`config.mk`:
```
export PLATFORM = sky130hd
export DESIGN_NAME = alarm_btn_ctrl
export DESIGN_NICKNAME = d
export VERILOG_FILES = /design/src/rtl/alarm_btn_ctrl.sv
export SDC_FILE = /design/constraint.sdc
export NUM_CORES = 1
export LEC_CHECK = 0
export BUFFER_PORTS_ARGS = -buffer_cell sky130_fd_sc_hd__buf_2
export CORE_ASPECT_RATIO = 0.7
export CORE_UTILIZATION = 50
export DETAILED_ROUTE_END_ITERATION = 12
export PLACE_DENSITY = 0.68
export SYNTH_ARGS = -nofsm -noshare
export SYNTH_HDL_FRONTEND = slang
export SYNTH_SLANG_ARGS = --single-unit
```
`constraint.sdc`:
```
create_clock -name clk -period 4.3 [get_ports clk]
set_clock_uncertainty 0.1 [all_clocks]
set_input_delay 0.43 -clock clk [delete_from_list [all_inputs] [get_ports clk]]
set_output_delay 0.43 -clock clk [all_outputs]
set_load 0.01 [all_outputs]
```
`src/rtl/alarm_btn_ctrl.sv`:
```
// alarm_btn_ctrl: synchronizes and debounces the raw buttons, then issues
// one-cycle press pulses, with hold-to-repeat on the REPEAT_MASK buttons.
module alarm_btn_ctrl #(
  parameter int unsigned       N_BTN        = 4,
  parameter int unsigned       DB_CYCLES    = 20000,
  parameter int unsigned       REPEAT_DELAY = 500000,
  parameter int unsigned       REPEAT_RATE  = 100000,
  parameter logic [N_BTN-1:0]  REPEAT_MASK  = 4'b0011,
  parameter int unsigned       CNT_W        = 20
) (
  input  logic             clk,
  input  logic             rst_n,
  input  logic             ena,
  input  logic [N_BTN-1:0] btn_raw,
  output logic [N_BTN-1:0] held,
  output logic [N_BTN-1:0] press,
  output logic             any_held
);

  typedef enum logic [1:0] {
    ST_IDLE,
    ST_WAIT,
    ST_REP
  } rep_st_e;

  localparam logic [CNT_W-1:0] DB_LAST = CNT_W'(DB_CYCLES - 1);
  localparam logic [CNT_W-1:0] RD_LAST = CNT_W'(REPEAT_DELAY - 1);
  localparam logic [CNT_W-1:0] RR_LAST = CNT_W'(REPEAT_RATE - 1);

  logic [N_BTN-1:0] s1_q;
  logic [N_BTN-1:0] s2_q;
  logic [N_BTN-1:0] stab_q;
  logic [N_BTN-1:0] stab_d;
  logic [N_BTN-1:0] rise;
  logic [N_BTN-1:0] fall;
  logic [N_BTN-1:0] rep_pls;
  logic [N_BTN-1:0] press_q;
  logic [N_BTN-1:0] press_d;

  for (genvar i = 0; i < N_BTN; i++) begin : g_btn
    logic [CNT_W-1:0] db_cnt_q;
    logic [CNT_W-1:0] db_cnt_d;
    logic             stb_d;

    // Any return of s2 to the stable level restarts the count.
    always_comb begin
      db_cnt_d = '0;
      stb_d    = stab_q[i];
      if (!ena) begin
        stb_d = 1'b0;
      end else if (s2_q[i] != stab_q[i]) begin
        if (db_cnt_q == DB_LAST) begin
          stb_d = s2_q[i];
        end else begin
          db_cnt_d = db_cnt_q + CNT_W'(1);
        end
      end
    end

    always_ff @(posedge clk or negedge rst_n) begin
      if (!rst_n) begin
        db_cnt_q <= '0;
      end else begin
        db_cnt_q <= db_cnt_d;
      end
    end

    assign stab_d[i] = stb_d;

    if (REPEAT_MASK[i]) begin : g_rep
      rep_st_e          st_q;
      rep_st_e          st_d;
      logic [CNT_W-1:0] rep_cnt_q;
      logic [CNT_W-1:0] rep_cnt_d;
      logic             pls;

      always_comb begin
        st_d      = st_q;
        rep_cnt_d = '0;
        pls       = 1'b0;
        unique case (st_q)
          ST_IDLE: begin
            if (rise[i]) st_d = ST_WAIT;
          end
          ST_WAIT: begin
            if (rep_cnt_q == RD_LAST) begin
              pls  = 1'b1;
              st_d = ST_REP;
            end else begin
              rep_cnt_d = rep_cnt_q + CNT_W'(1);
            end
          end
          ST_REP: begin
            if (rep_cnt_q == RR_LAST) begin
              pls = 1'b1;
            end else begin
              rep_cnt_d = rep_cnt_q + CNT_W'(1);
            end
          end
          default: st_d = ST_IDLE;
        endcase
        // Release or disable wins over a pulse due on the same edge.
        if (!ena || fall[i]) begin
          st_d      = ST_IDLE;
          rep_cnt_d = '0;
          pls       = 1'b0;
        end
      end

      always_ff @(posedge clk or negedge rst_n) begin
        if (!rst_n) begin
          st_q      <= ST_IDLE;
          rep_cnt_q <= '0;
        end else begin
          st_q      <= st_d;
          rep_cnt_q <= rep_cnt_d;
        end
      end

      assign rep_pls[i] = pls;
    end else begin : g_norep
      assign rep_pls[i] = 1'b0;
    end
  end

  assign rise    = ~stab_q & stab_d;
  assign fall    = stab_q & ~stab_d;
  assign press_d = ena ? (rise | rep_pls) : '0;

  always_ff @(posedge clk or negedge rst_n) begin
    if (!rst_n) begin
      s1_q    <= '0;
      s2_q    <= '0;
      stab_q  <= '0;
      press_q <= '0;
    end else begin
      s1_q    <= btn_raw;
      s2_q    <= s1_q;
      stab_q  <= stab_d;
      press_q <= press_d;
    end
  end

  assign held     = stab_q;
  assign press    = press_q;
  assign any_held = |stab_q;

endmodule

```
==> flow_summary_export.csv <==
group,metric,value,unit
logic_synthesis,synth.distinct_cells,48,
drt,first_pass_iters,5,
critical_path,cp-start-kind,"register",
place,place_area,0.00713,mm2
logic_synthesis,synth-seq-area-share,51.0,%
drt,viasPerCell,5.28,
min_path,min_path_type,"input port to asynchronous set/reset pin",
critical_path,worstSetupPathType,"register to register",
clocking,post_cts_buffers,0,
finish,syn_to_final_growth,12.4,%
clocking,path_clk_slew,0.06,ns
logic_synthesis,muxShareOfSynthArea,0.583,%
drt,via_count,4844,
drt,drc,0,
clocking,ctsHoldBuffers,0,
floorplan,num_io_pins,16,
drt,routedWlPerCell,13.8,um
logic_synthesis,synth_warnings,0,
logic_synthesis,ys.flop_type,"dfrtp_1",
finish,nets,740,
logic_synthesis,synthAdderAreaFrac,2.55,%
timing,slew_headroom,35.5,%
clocking,cts.sink_count,140,
drt,drt_iter0_markers,227,
outcome,status,"finished clean",
floorplan,die_h,100,um
place,numPortBuffers,15,
floorplan,dieArea,0.0142,mm2
power,powerDensity,368,mW/mm2
finish,post_layout_nonfiller_instances,917,
grt,grt_pass1_wl,22100,um
drt,wl,12600,um
grt,track_usage,19.8,%
grt,grt_start_max_net_pins,108,
timing,rsz0062_at_grt,"false",
clocking,cts_resized,0,
timing,min_period,2.71,ns
logic_synthesis,synth_top_family_by_area,"simple AND/OR/NAND/NOR gates",
power,vdd_drop_max,0.304,mV
timing,fin_tns_setup,0,ns
timing,min_period_over_period,63.1,%
clocking,ctsLongestPathBuffers,2,
timing,finalMaxSlewViolations,0,
finish,drive_above_1_share,7.38,%
timing,finalSetupViolCount,0,
clocking,cts_tree,"done",
critical_path,end_kind,"register",
logic_synthesis,yosys.area_share.simple,26.1,%
logic_synthesis,synth.avg_cell_area,9.83,um2
floorplan,coreArea,0.0133,mm2
logic_synthesis,synth.ff_latch_count,140,
finish,antenna_cells,0,
job,maxCapViolations,0,
logic_synthesis,synth_fp_nets,720,
drt,ant_nets,0,
place,placed_cells,885,
logic_synthesis,synth_compound_area_share,3.04,%
timing,tightest_slew,0.967,ns
floorplan,start_util,51.8,%
clocking,htreeDepth,4,
logic_synthesis,synth_area,0.00687,mm2
floorplan,die_width,142,um
floorplan,rows,35,
logic_synthesis,syn_inst,699,
critical_path,worstPathArrival,2.87,ns
place,place.gp.congestion,0.832,
grt,grt_pass1_vias,4665,
grt,grt_antenna_before_repair,0,
clocking,clk_latency,0.41,ns
power,total_power,2.84,mW
critical_path,cp.required,4.45,ns
logic_synthesis,synthArstFlopShare,100,%
timing,hold_viol,0,
clocking,cts_buffers,17,
finish,final_area,0.00772,mm2
logic_synthesis,synth_edf_count,0,
logic_synthesis,synth_xor_area_share,14.2,%
timing,fmax,0.368,GHz
power,cellLeakagePower,3.16,nW
critical_path,cp_max_fo,20,
grt,grt_overflow,0,
place,hpwlAfterDp,8540,um
clocking,cts_root_buf,"clkbuf_16",
[metrics by stage]
step / hold WS, ns / util [%] / setup WS, ns
2_1_floorplan: 0.0344 / - / 2.11
3_3_place_gp: 0.238 / 53.7 / 1.64
3_5_place_dp: 0.236 / 53.7 / 1.58
4_1_cts: 0.00842 / 58.2 / 1.57
5_1_grt: 0.00710 / 58.2 / 1.39
6_report: 0.0255 / 58.2 / 1.59
[where the power goes]
| group | internal [mW] | total (mW) | switching [mW] | leakage [nW] |
|---|---|---|---|---|
| combinational | 0.0113 | 0.0555 | 0.0442 | 0.938 |
| clock | 0.932 | 1.45 | 0.523 | 0.284 |
| sequential | 1.33 | 1.33 | 0.00605 | 1.93 |
| total | 2.27 | 2.84 | 0.573 | 3.16 |
[layout by cell type, fill, tap and decap left out, types with 2 or more instances in the layout]
cell        instances
clkbuf_1            5
nand3_1            44
a21oi_1             4
o21a_1              3
or2_2               2
nand2_1            46
xor2_1             64
nor4b_1             9
and3_1             13
nand4_1            32
mux2i_1             4
o211ai_1            3
dfrtp_1           140
nor4_1              9
or4b_1              2
clkbuf_8            5
bufinv_16           2
buf_2              14
and4_1             16
o31a_1              2
inv_1              25
and2_1              2
nor2_1            151
ha_1               14
nor4bb_1            3
or3b_2              2
a21boi_0            3
buf_4               4
nor3b_1             3
or3_1               2
xnor2_1            47
clkbuf_16          17
nor3_1             14
nand3b_1            2
clkinvlp_4          2
o21ai_0             4
nor2b_1             2
[critical path: stages, from the launching register on]
cell	delay [ns]
dfrtp_1	0.44
or4b_1	0.52
or4b_4	0.53
o21a_1	0.19
o211ai_2	0.64
nor2_1	0.13
[final timing paths]
| kind | start | to | slack (ns) | depth (start not counted) |
|---|---|---|---|---|
| worst max register to register | g_btn[0].g_rep.rep_cnt_q[13]$_DFF_PN0_ | g_btn[0].g_rep.rep_cnt_q[13]$_DFF_PN0_ | 1.59 | 5 |
| worst min-delay path | rst_n | g_btn[2].db_cnt_q[9]$_DFF_PN0_ | 0.03 | 1 |
| worst min register to register | s1_q[3]$_DFF_PN0_ | s2_q[3]$_DFF_PN0_ | 0.25 | 0 |
| min in group clk | btn_raw[3] | s1_q[3]$_DFF_PN0_ | 0.03 | 1 |
| worst max-delay path | g_btn[0].g_rep.rep_cnt_q[13]$_DFF_PN0_ | g_btn[0].g_rep.rep_cnt_q[13]$_DFF_PN0_ | 1.59 | 5 |
| max in group asynchronous | rst_n | g_btn[3].db_cnt_q[10]$_DFF_PN0_ | 3.05 | 2 |
[area by class of cell]
cell class,count,area (um2)
Clock buffer,27,513
Clock inverter,5,80.1
Inverter,25,93.8
Multi-Input combinational cell,516,3190
Tap cell,185,231
Timing Repair Buffer,19,111
Sequential cell,140,3500
Fill cell,1129,5550
[synthesized netlist by cell type, types with 4 or more instances]
master    number  area, um2
mux2i_1        4       40.0
a21oi_1        4       20.0
nand2_1       46        173
nor4b_1        9       78.8
and4_1        16        140
inv_1         25       93.8
nand4_1       32        200
nand3_1       44        220
nor3_1        14       70.1
ha_1          14        175
nor4_1         9       56.3
xnor2_1       47        412
and3_1        13       81.3
dfrtp_1      140       3500
nor2_1       151        567
o21ai_0        4       20.0
clkbuf_1      13       48.8
xor2_1        64        561
[metal layers]
layer,GRT usage [%],wire length (um),vias up,part of all wire (%)
met5,0,0,-,0
met4,7.28,161,0,1.3
met3,4.39,391,17,3.1
met2,29.3,5680,56,45
met1,28.5,6390,2353,51
li1,-,-,2418,-
[state kept, by name, indices dropped and copies added, names as in the netlist]
name                   count
g_btn.db_cnt_q            80
g_btn.g_rep.rep_cnt_q     40
g_btn.g_rep.st_q           4
held                       4
press                      4
s1_q                       4
s2_q                       4
[kinds of logic after synthesis]
| group | after synthesis |
|---|---|
| and+or+nand+nor | 359 |
| DFF | 140 |
| xor gates and xnor gates | 111 |
| buffers and inverters | 43 |
| AOI/OAI and AO/OA | 28 |
| adders and majority gates | 14 |
| muxes | 4 |
Power figures use the tool's default switching activity.
